File: src/rtl/mult_div_unit.sv
// Iterative HI/LO multiply/divide engine for MULT/MULTU/DIV/DIVU.
// Magnitudes are formed at launch, WIDTH radix-2 steps run in RUN,
// and sign correction plus the HI/LO write happen in FIX.
module mult_div_unit #(
    parameter int WIDTH = 32
) (
    input  logic             clk,
    input  logic             rst_n,
    input  logic             start,
    input  logic [1:0]       op,
    input  logic [WIDTH-1:0] rs_val,
    input  logic [WIDTH-1:0] rt_val,
    input  logic             mt_hi,
    input  logic             mt_lo,
    input  logic [WIDTH-1:0] mt_data,
    output logic             busy,
    output logic             done,
    output logic             div_by_zero,
    output logic [WIDTH-1:0] hi,
    output logic [WIDTH-1:0] lo
);

    localparam int CW = $clog2(WIDTH);

    typedef enum logic [1:0] {S_IDLE, S_RUN, S_FIX} state_t;

    state_t                   r_state;
    state_t                   w_state_nxt;
    logic [CW-1:0]            r_cnt;
    logic                     r_is_div;
    logic                     r_neg_q;    // product sign (mult) or quotient sign (div)
    logic                     r_neg_r;    // remainder sign = dividend sign
    logic                     r_dbz;
    logic [WIDTH-1:0]         r_ph;       // accumulator upper half / partial remainder
    logic [WIDTH-1:0]         r_pl;       // multiplier bits / dividend bits -> quotient
    logic [WIDTH-1:0]         r_opnd;     // multiplicand / divisor magnitude
    logic [WIDTH-1:0]         r_rs_raw;   // untouched dividend for the divide-by-zero HI

    logic signed [WIDTH-1:0]  w_rs_s;
    logic signed [WIDTH-1:0]  w_rt_s;
    logic                     w_signed;
    logic                     w_rs_neg;
    logic                     w_rt_neg;
    logic [WIDTH-1:0]         w_rs_mag;
    logic [WIDTH-1:0]         w_rt_mag;
    logic                     w_accept;
    logic [WIDTH:0]           w_sum;
    logic [WIDTH:0]           w_shift;
    logic                     w_ge;
    logic [WIDTH-1:0]         w_diff;
    logic [2*WIDTH-1:0]       w_prod;
    logic [WIDTH-1:0]         w_quo;
    logic [WIDTH-1:0]         w_rem;

    // Two's-complement negate when neg is set (single width).
    function automatic logic [WIDTH-1:0] f_cond_neg(input logic [WIDTH-1:0] v, input logic neg);
        return neg ? ('0 - v) : v;
    endfunction

    // Two's-complement negate when neg is set (double width product).
    function automatic logic [2*WIDTH-1:0] f_cond_neg2(input logic [2*WIDTH-1:0] v, input logic neg);
        return neg ? ('0 - v) : v;
    endfunction

    assign w_rs_s   = rs_val;
    assign w_rt_s   = rt_val;
    assign w_signed = ~op[0];
    assign w_rs_neg = w_signed & (w_rs_s < 0);
    assign w_rt_neg = w_signed & (w_rt_s < 0);
    assign w_rs_mag = f_cond_neg(rs_val, w_rs_neg);
    assign w_rt_mag = f_cond_neg(rt_val, w_rt_neg);
    assign w_accept = start && (r_state == S_IDLE);

    // Shift-add step: add multiplicand when the low multiplier bit is set.
    assign w_sum   = {1'b0, r_ph} + (r_pl[0] ? {1'b0, r_opnd} : '0);
    // Restoring divide step: bring in the next dividend bit and trial-subtract.
    assign w_shift = {r_ph, r_pl[WIDTH-1]};
    assign w_ge    = (w_shift >= {1'b0, r_opnd});
    assign w_diff  = w_shift[WIDTH-1:0] - r_opnd;

    assign w_prod = f_cond_neg2({r_ph, r_pl}, r_neg_q);
    assign w_quo  = f_cond_neg(r_pl, r_neg_q);
    assign w_rem  = f_cond_neg(r_ph, r_neg_r);

    // Next-state logic for the IDLE -> RUN -> FIX sequence.
    always_comb begin
        w_state_nxt = r_state;
        case (r_state)
            S_IDLE:  if (start) w_state_nxt = S_RUN;
            S_RUN:   if (r_cnt == '0) w_state_nxt = S_FIX;
            S_FIX:   w_state_nxt = S_IDLE;
            default: w_state_nxt = S_IDLE;
        endcase
    end

    // State register, control flags and the architectural HI/LO registers.
    always_ff @(posedge clk or negedge rst_n) begin
        if (!rst_n) begin
            r_state     <= S_IDLE;
            r_cnt       <= '0;
            r_is_div    <= 1'b0;
            r_neg_q     <= 1'b0;
            r_neg_r     <= 1'b0;
            r_dbz       <= 1'b0;
            busy        <= 1'b0;
            done        <= 1'b0;
            div_by_zero <= 1'b0;
            hi          <= '0;
            lo          <= '0;
        end else begin
            r_state     <= w_state_nxt;
            done        <= 1'b0;
            div_by_zero <= 1'b0;
            case (r_state)
                S_IDLE: begin
                    if (mt_hi) hi <= mt_data;
                    if (mt_lo) lo <= mt_data;
                    if (start) begin
                        busy     <= 1'b1;
                        r_cnt    <= CW'(WIDTH - 1);
                        r_is_div <= op[1];
                        r_neg_q  <= w_rs_neg ^ w_rt_neg;
                        r_neg_r  <= op[1] & w_rs_neg;
                        r_dbz    <= op[1] & (rt_val == '0);
                    end
                end
                S_RUN: r_cnt <= r_cnt - 1'b1;
                S_FIX: begin
                    busy        <= 1'b0;
                    done        <= 1'b1;
                    div_by_zero <= r_dbz;
                    if (r_dbz) begin
                        hi <= r_rs_raw;
                        lo <= '1;
                    end else if (r_is_div) begin
                        hi <= w_rem;
                        lo <= w_quo;
                    end else begin
                        {hi, lo} <= w_prod;
                    end
                end
                default: ;
            endcase
        end
    end

    // Iteration datapath: loaded on accept, one radix-2 step per RUN cycle.
    always_ff @(posedge clk) begin
        if (w_accept) begin
            r_rs_raw <= rs_val;
            r_ph     <= '0;
            if (op[1]) begin
                r_pl   <= w_rs_mag;
                r_opnd <= w_rt_mag;
            end else begin
                r_pl   <= w_rt_mag;
                r_opnd <= w_rs_mag;
            end
        end else if (r_state == S_RUN) begin
            if (r_is_div) begin
                r_ph <= w_ge ? w_diff : w_shift[WIDTH-1:0];
                r_pl <= {r_pl[WIDTH-2:0], w_ge};
            end else begin
                r_ph <= w_sum[WIDTH:1];
                r_pl <= {w_sum[0], r_pl[WIDTH-1:1]};
            end
        end
    end

endmodule

File: config.mk
export PLATFORM = sky130hd
export DESIGN_NAME = mult_div_unit
export DESIGN_NICKNAME = d
export VERILOG_FILES = /design/src/rtl/mult_div_unit.sv
export SDC_FILE = /design/constraint.sdc
export NUM_CORES = 1
export LEC_CHECK = 0
export CAP_MARGIN = 20
export CORE_MARGIN = 8
export CORE_UTILIZATION = 45
export CTS_BUF_LIST = sky130_fd_sc_hd__clkbuf_2
export DETAILED_ROUTE_END_ITERATION = 6
export GPL_ROUTABILITY_DRIVEN = 0
export GPL_TIMING_DRIVEN = 0
export MAX_ROUTING_LAYER = met4
export PLACE_DENSITY = 0.7
export SLEW_MARGIN = 20
export SYNTH_ARGS = -nofsm -noshare
export SYNTH_HDL_FRONTEND = slang
export SYNTH_SLANG_ARGS = --single-unit
File: constraint.sdc
create_clock -name clk -period 10.25 [get_ports clk]
set_input_delay 1.025 -clock clk [delete_from_list [all_inputs] [get_ports clk]]
set_output_delay 1.025 -clock clk [all_outputs]
set_load 0.02 [all_outputs]
==> results of run 1 <==
==> stage by stage <==
step | setup WS, ns | utilization (%)
after floorplan | 6.43 | -
after global placement | 4.52 | 52.2
after detailed placement | 5.32 | 52.4
after CTS | 5.35 | 54.0
after global routing | 4.92 | 54.0
final | 5.29 | 54.0
==> flip-flops by register name, summed over array words and instances, names as in the netlist <==
name         cells
lo              32
r_opnd          32
busy             1
r_neg_r          1
r_rs_raw        32
done             1
r_dbz            1
div_by_zero      1
r_ph            32
hi              32
r_neg_q          1
r_cnt            5
r_state          2
r_is_div         1
r_pl            32
==> cell usage in the layout (no fill, tap or decap), types with 11 or more instances in the layout <==
cell type,count
ha_1,70
clkbuf_2,84
o41ai_1,11
clkdlybuf4s50_1,167
nand3_1,34
a211oi_1,19
or4_1,17
a21oi_1,131
a21o_1,32
nand2b_1,29
nor2b_1,13
nand4_1,12
o21ai_0,173
nor2_1,148
o22ai_1,38
o211ai_1,25
xor2_1,63
o31ai_1,20
or3_1,15
mux2i_1,97
and3_1,12
a31oi_1,25
nor3_1,44
dfxtp_1,32
edfxtp_1,96
xnor2_1,107
a22oi_1,12
inv_1,63
a222oi_1,19
clkinv_1,13
dfrtp_1,78
clkbuf_1,87
nor4_1,15
nand2_1,152
o21a_1,12
==> power by group <==
| part | total [mW] | internal (mW) | switching [mW] |
|---|---|---|---|
| Combinational | 3.78 | 1.48 | 2.30 |
| Sequential | 1.67 | 1.24 | 0.436 |
| Clock | 0.635 | 0.250 | 0.385 |
==> worst register-to-register path, stage by stage (launching register included) <==
cell and delay (ns):
edfxtp_1 0.56, inv_1 0.30, clkbuf_1 0.61, nor2_1 0.09, ha_1 0.39, a21oi_1 0.27, o21ai_0 0.18, a2111oi_0 0.72
nor2_1 0.27, a31oi_1 0.31, o21ai_0 0.33, nor4b_1 0.26, a41o_1 0.22, a2111oi_0 0.35
==> per-layer routing <==
layer / track usage (%) / up-vias / routed length, um / share of wire [%]
li1: - / 7286 / - / -
met1: 38.7 / 7618 / 25000 / 41
met2: 42.4 / 1097 / 26100 / 42
met3: 6.36 / 186 / 7410 / 12
met4: 13.3 / 0 / 2900 / 4.7
met5: - / - / 0 / 0
==> area by class of cell <==
| class | count | share of cell area, % |
|---|---|---|
| Sequential cell | 206 | 29.4 |
| Antenna cell | 4 | 0.0538 |
| Tap cell | 455 | 3.06 |
| Clock inverter | 20 | 0.639 |
| Multi-Input combinational cell | 1457 | 51.8 |
| Clock buffer | 84 | 2.26 |
| Buffer | 99 | 2.06 |
| Inverter | 64 | 1.29 |
| Timing Repair Buffer | 171 | 9.37 |
==> logic make-up after synthesis <==
kind of cell             count (synthesis)  synth area share (%)
adder cells (fa/ha/maj)                 72                  5.82
XOR/XNOR                               170                  9.46
multiplexers                            98                  6.24
flip-flops                             206                  34.8
buffers and inverters                  163                  3.94
AO/OA/AOI/OAI                          580                  23.2
AND/OR/NAND/NOR                        537                  16.6
==> final timing paths <==
kind | start | end | slack [ns] | cells after the start
setup / recovery | r_pl[0]$_DFFE_PP_ | r_ph[27]$_SDFFE_PP0P_ | 5.29 | 13
hold / removal | r_rs_raw[17]$_DFFE_PP_ | hi[17]$_DFFE_PN0P_ | 0.49 | 2
setup reg to reg | r_pl[0]$_DFFE_PP_ | r_ph[27]$_SDFFE_PP0P_ | 5.29 | 13
hold reg to reg | r_rs_raw[17]$_DFFE_PP_ | hi[17]$_DFFE_PN0P_ | 0.49 | 2
max in group asynchronous | rst_n | r_neg_q$_DFFE_PN0P_ | 9.08 | 3
min in group asynchronous | rst_n | hi[26]$_DFFE_PN0P_ | 0.53 | 2
==> out/metrics.csv, run 1 <==
stage,metric,value,unit
clocking,clock_latency,0.96,ns
layout,instances_no_fill,2560,
routing,drt_iter0_drc,2173,
synthesis,syn_inst,1826,
synthesis,synth_top_area_share,18.3,%
critical_path,cp-start-kind,flop,
flow_run,max_cap_viol_count,0,
clocking,holdBufCountCts,1,
critical_path,end_kind,flop,
clocking,clock-sinks,206,
sta,drv_slew,0,
synthesis,yosysSeqAreaShare,34.8,%
floorplanning,dieHeight,203,um
critical_path,cp_max_fo,10,
sta,fin_skew,0.0642,ns
clocking,cts_buffers,57,
synthesis,synthFlopType,edfxtp_1,
pwr,p_leak,7.42,nW
floorplanning,start_util,45.7,%
synthesis,post_synth_num_cell_types,77,
critical_path,crit_arrival,5.76,ns
routing,totalWireLength,61.3,mm
synthesis,syn-cell-area,0.0157,mm2
pwr,ir_worst_vdd,0.133,mV
global_route,grt_pass1_wl,91.7,mm
pwr,p_per_area,327,mW/mm2
layout,layout-drive-gt1-share,5.62,%
routing,dr.pass1.iters,7,
sta,final_hold_viol_count,0,
layout,final_nets,2231,
clocking,postCtsSetupBuffers,0,
critical_path,cp.buffers_inverters,2,
global_route,grt_max_degree,52,
routing,drcViolationCount,3,
clocking,clk_pin_slew,0.11,ns
global_route,overflow,0,
routing,wl_per_cell,24.0,um
layout,ff_latch_area,0.00548,mm2
sta,fin_crit_sh,48.4,%
clocking,htreeDepth,2,
critical_path,critPathKind,flop to flop,
sta,finalSetupTns,0,ns
global_route,grt_use_total,29.3,%
routing,ant_nets,0,
synthesis,ys_top_cells_by_count,"o21ai_0, nand2_1, nor2_1, a21oi_1, xnor2_1",
clocking,clockBufferDepth,3,
critical_path,critPathTopFamily,compound AO/OA/AOI/OAI gates,
sta,rsz0062_at_grt,no,
global_route,antenna_found_initial,4,
floorplanning,ios,170,
layout,multi_input_area,0.00964,mm2
sta,slew_headroom,31.4,%
layout,synthToLayoutAreaGrowth,18.2,%
synthesis,syn-num-nets,2001,
placement,dp_cells,2451,
synthesis,synthArstFlopShare,37.9,%
synthesis,avgSynthCellArea,8.62,um2
routing,via_count,16200,
sta,fin_crit,4.96,ns
clocking,cts_tree,yes,
synthesis,synth_edf_count,96,
floorplanning,coreArea,0.0345,mm2
floorplanning,rows,68,
critical_path,required,11.05,ns
critical_path,cp_slowest_cell,a2111oi_0,
placement,port-buffer-count,168,
synthesis,yosysWarnings,0,
min_path,hp-class,flop to flop,
layout,fin_area,0.0186,mm2
placement,dpl_cell_area,0.0180,mm2
clocking,cts-root-buf,clkbuf_2,
placement,hpwl,48.8,mm
synthesis,yosysMostFrequentCell,o21ai_0,
sta,tightest_slew,1.03,ns
run_status,run_status,"finished, violations left",
global_route,grt_pass1_vias,15500,
sta,fmax,202,MHz
synthesis,synth_area_leaders,"edfxtp_1, dfrtp_1, mux2i_1",
sta,setup_violations,0,
floorplanning,die_x,203,um
synthesis,ys_seq_elements,206,
layout,fill_cells,3198,
pwr,p_total,6.09,mW
critical_path,slowest_delay,0.72,ns
routing,vias_per_cell,6.32,
sta,whs,0.488,ns
floorplanning,die_area,0.0412,mm2
critical_path,cp_cell_sequence,"inv_1, clkbuf_1, nor2_1, ha_1, a21oi_1, o21ai_0, a2111oi_0, nor2_1, a31oi_1, o21ai_0, nor4b_1, a41o_1, a2111oi_0",
synthesis,yosysTopAreaCell,edfxtp_1,
run_status,violations,DRC,
clocking,cts_resized,0,
(Power assumes the default switching activity.)
==> run 2, diff against run 1 <==
clock period = 5.05 ns   (was 10.25 ns; I/O delays follow)
==> out/metrics.csv, run 2 (same netlist as run 1, synthesis figures left out) <==
stage,metric,value,unit
global_route,grt_pass1_vias,15500,
placement,dp_cells,2451,
global_route,antenna_found_initial,4,
critical_path,required,5.86,ns
clocking,htreeDepth,2,
pwr,p_seq_share,27.4,%
floorplanning,rows,68,
critical_path,r2r_setup_slack,0.40,ns
floorplanning,die_area,0.0412,mm2
pwr,p_per_area,663,mW/mm2
clocking,clockBufferDepth,3,
sta,drv_slew,0,
pwr,ir_worst_vdd,0.276,mV
sta,rsz0062_at_grt,no,
routing,totalWireLength,61.4,mm
sta,finalSetupTns,0,ns
placement,port-buffer-count,168,
layout,final_common_cell,o21ai_0,
layout,synthToLayoutAreaGrowth,18.4,%
flow_run,max_cap_viol_count,0,
clocking,cts_buffers,57,
clocking,clk_pin_slew,0.11,ns
pwr,swShare,51.2,%
global_route,overflow,0,
clocking,clock_latency,0.95,ns
pwr,p_total,12.4,mW
clocking,cts-root-buf,clkbuf_2,
min_path,hp-class,input port to flop,
routing,dr.pass1.iters,7,
sta,whs,0.195,ns
routing,vias_per_cell,6.34,
critical_path,cp_cell_sequence,"inv_1, clkbuf_2, nor2_1, fa_1, a21oi_1, o211ai_1, a2111oi_1, nor2_1, a31oi_1, o21ai_0, nor4b_1, a41o_1, a2111oi_0",
layout,fin_area,0.0186,mm2
critical_path,cp_slowest_cell,a2111oi_1,
sta,fin_crit,4.65,ns
sta,tightest_slew,1.02,ns
sta,fmax,215,MHz
routing,drcViolationCount,2,
sta,slew_headroom,31.6,%
placement,preCtsSetupSlack,0.119,ns
sta,worst_slack,0.405,ns
placement,hpwl,48.8,mm
critical_path,slowest_delay,0.62,ns
layout,final_nets,2233,
pwr,p_leak,7.44,nW
global_route,grt_pass1_wl,91.8,mm
floorplanning,start_util,45.7,%
critical_path,cpMostUsedCell,nor2_1,
floorplanning,ios,170,
clocking,clock-sinks,206,
sta,final_hold_viol_count,0,
layout,fill_cells,3196,
placement,dpl_cell_area,0.0180,mm2
sta,setup_violations,0,
clocking,cts_tree,yes,
critical_path,crit_arrival,5.45,ns
pwr,power.clock.fraction,10.5,%
layout,layout-drive-gt1-share,5.75,%
critical_path,critPathKind,flop to flop,
global_route,grt_use_total,29.3,%
pwr,p_switching,6.33,mW
critical_path,worst_r2r_endpoint,r_ph[27]$_SDFFE_PP0P_,
routing,via_count,16200,
layout,final_core_util,54.1,%
min_path,min_path_cells,3,
critical_path,cp_max_fo,10,
floorplanning,dieHeight,203,um
floorplanning,die_x,203,um
floorplanning,coreArea,0.0345,mm2
run_status,run_status,"finished, violations left",
critical_path,reg2reg_from,r_pl[0]$_DFFE_PP_,
min_path,min_from,mt_data[5],
layout,final_cell_mix,"o21ai_0, clkdlybuf4s50_1, nand2_1",
layout,instances_no_fill,2562,
routing,wl_per_cell,24.0,um
pwr,internal_power,6.03,mW
critical_path,rr_worst_depth,13,
run_status,violations,DRC,
min_path,min_to,hi[5]$_DFFE_PN0P_,
sta,fin_crit_sh,92.0,%
pwr,combPwrFrac,62.1,%
routing,drt_iter0_drc,2301,
routing,ant_nets,0,
sta,fin_skew,0.0535,ns
global_route,grt_max_degree,52,
critical_path,cp-start-kind,flop,
critical_path,end_kind,flop,
## run 2: final cells by class
| class | instances | area [um2] | share of cell area [%] |
|---|---|---|---|
| plain buffers | 99 | 385 | 2.07 |
| multi-input cells | 1457 | 9650 | 51.7 |
| inverters | 64 | 240 | 1.29 |
| diodes | 4 | 10.0 | 0.0537 |
| repair buffers | 173 | 1770 | 9.52 |
| clock buffers | 84 | 420 | 2.26 |
| flip-flops and latches | 206 | 5480 | 29.4 |
| clock inverters | 20 | 119 | 0.638 |
| well taps | 455 | 569 | 3.05 |
## run 2: critical path, delay by kind of cell, from the launching register on
kind	cells	cell delay, ns
fa+ha+maj	1	0.44
flops	1	0.57
compound gates	7	2.26
buf+inv	2	0.63
simple gates	3	0.63
## run 2: how the worst max path moves through the flow
stage / start / cells past startpoint / end / slack (ns)
final: r_pl[0]$_DFFE_PP_ / 13 / r_ph[27]$_SDFFE_PP0P_ / 0.40
after global placement: start / 6 / r_neg_r$_DFFE_PN0P_ / -0.16
after CTS: r_pl[0]$_DFFE_PP_ / 13 / r_ph[27]$_SDFFE_PP0P_ / 0.15
after floorplan: r_pl[0]$_DFFE_PP_ / 13 / r_ph[27]$_SDFFE_PP0P_ / 1.74
after detailed placement: r_pl[0]$_DFFE_PP_ / 13 / r_ph[27]$_SDFFE_PP0P_ / 0.12
after global routing: r_pl[0]$_DFFE_PP_ / 13 / r_ph[27]$_SDFFE_PP0P_ / 0.12
## run 2: routing by layer
metal	track usage, %	routed length, um	vias up
met5	-	0	-
met4	13.5	2860	0
met3	6.41	7540	181
met2	42.4	26100	1100
met1	38.7	24800	7656
li1	-	-	7302
## run 2: power by group through the flow
stage | Clock [mW] | Combinational, mW | Sequential (mW)
after floorplan | 0 | 4.76 | 3.34
after global placement | 0 | 7.29 | 3.36
after detailed placement | 0 | 7.42 | 3.37
after CTS | 1.30 | 7.46 | 3.34
after global routing | 1.38 | 8.24 | 3.43
final | 1.29 | 7.68 | 3.39
## run 2: what timing repair did
item | CTS | global route
hold endpoints to repair | 78 | 0
setup buffers | 0 | 0
setup endpoints to repair | 0 | 2
gates resized for setup | 0 | 5
hold buffers | 3 | 0
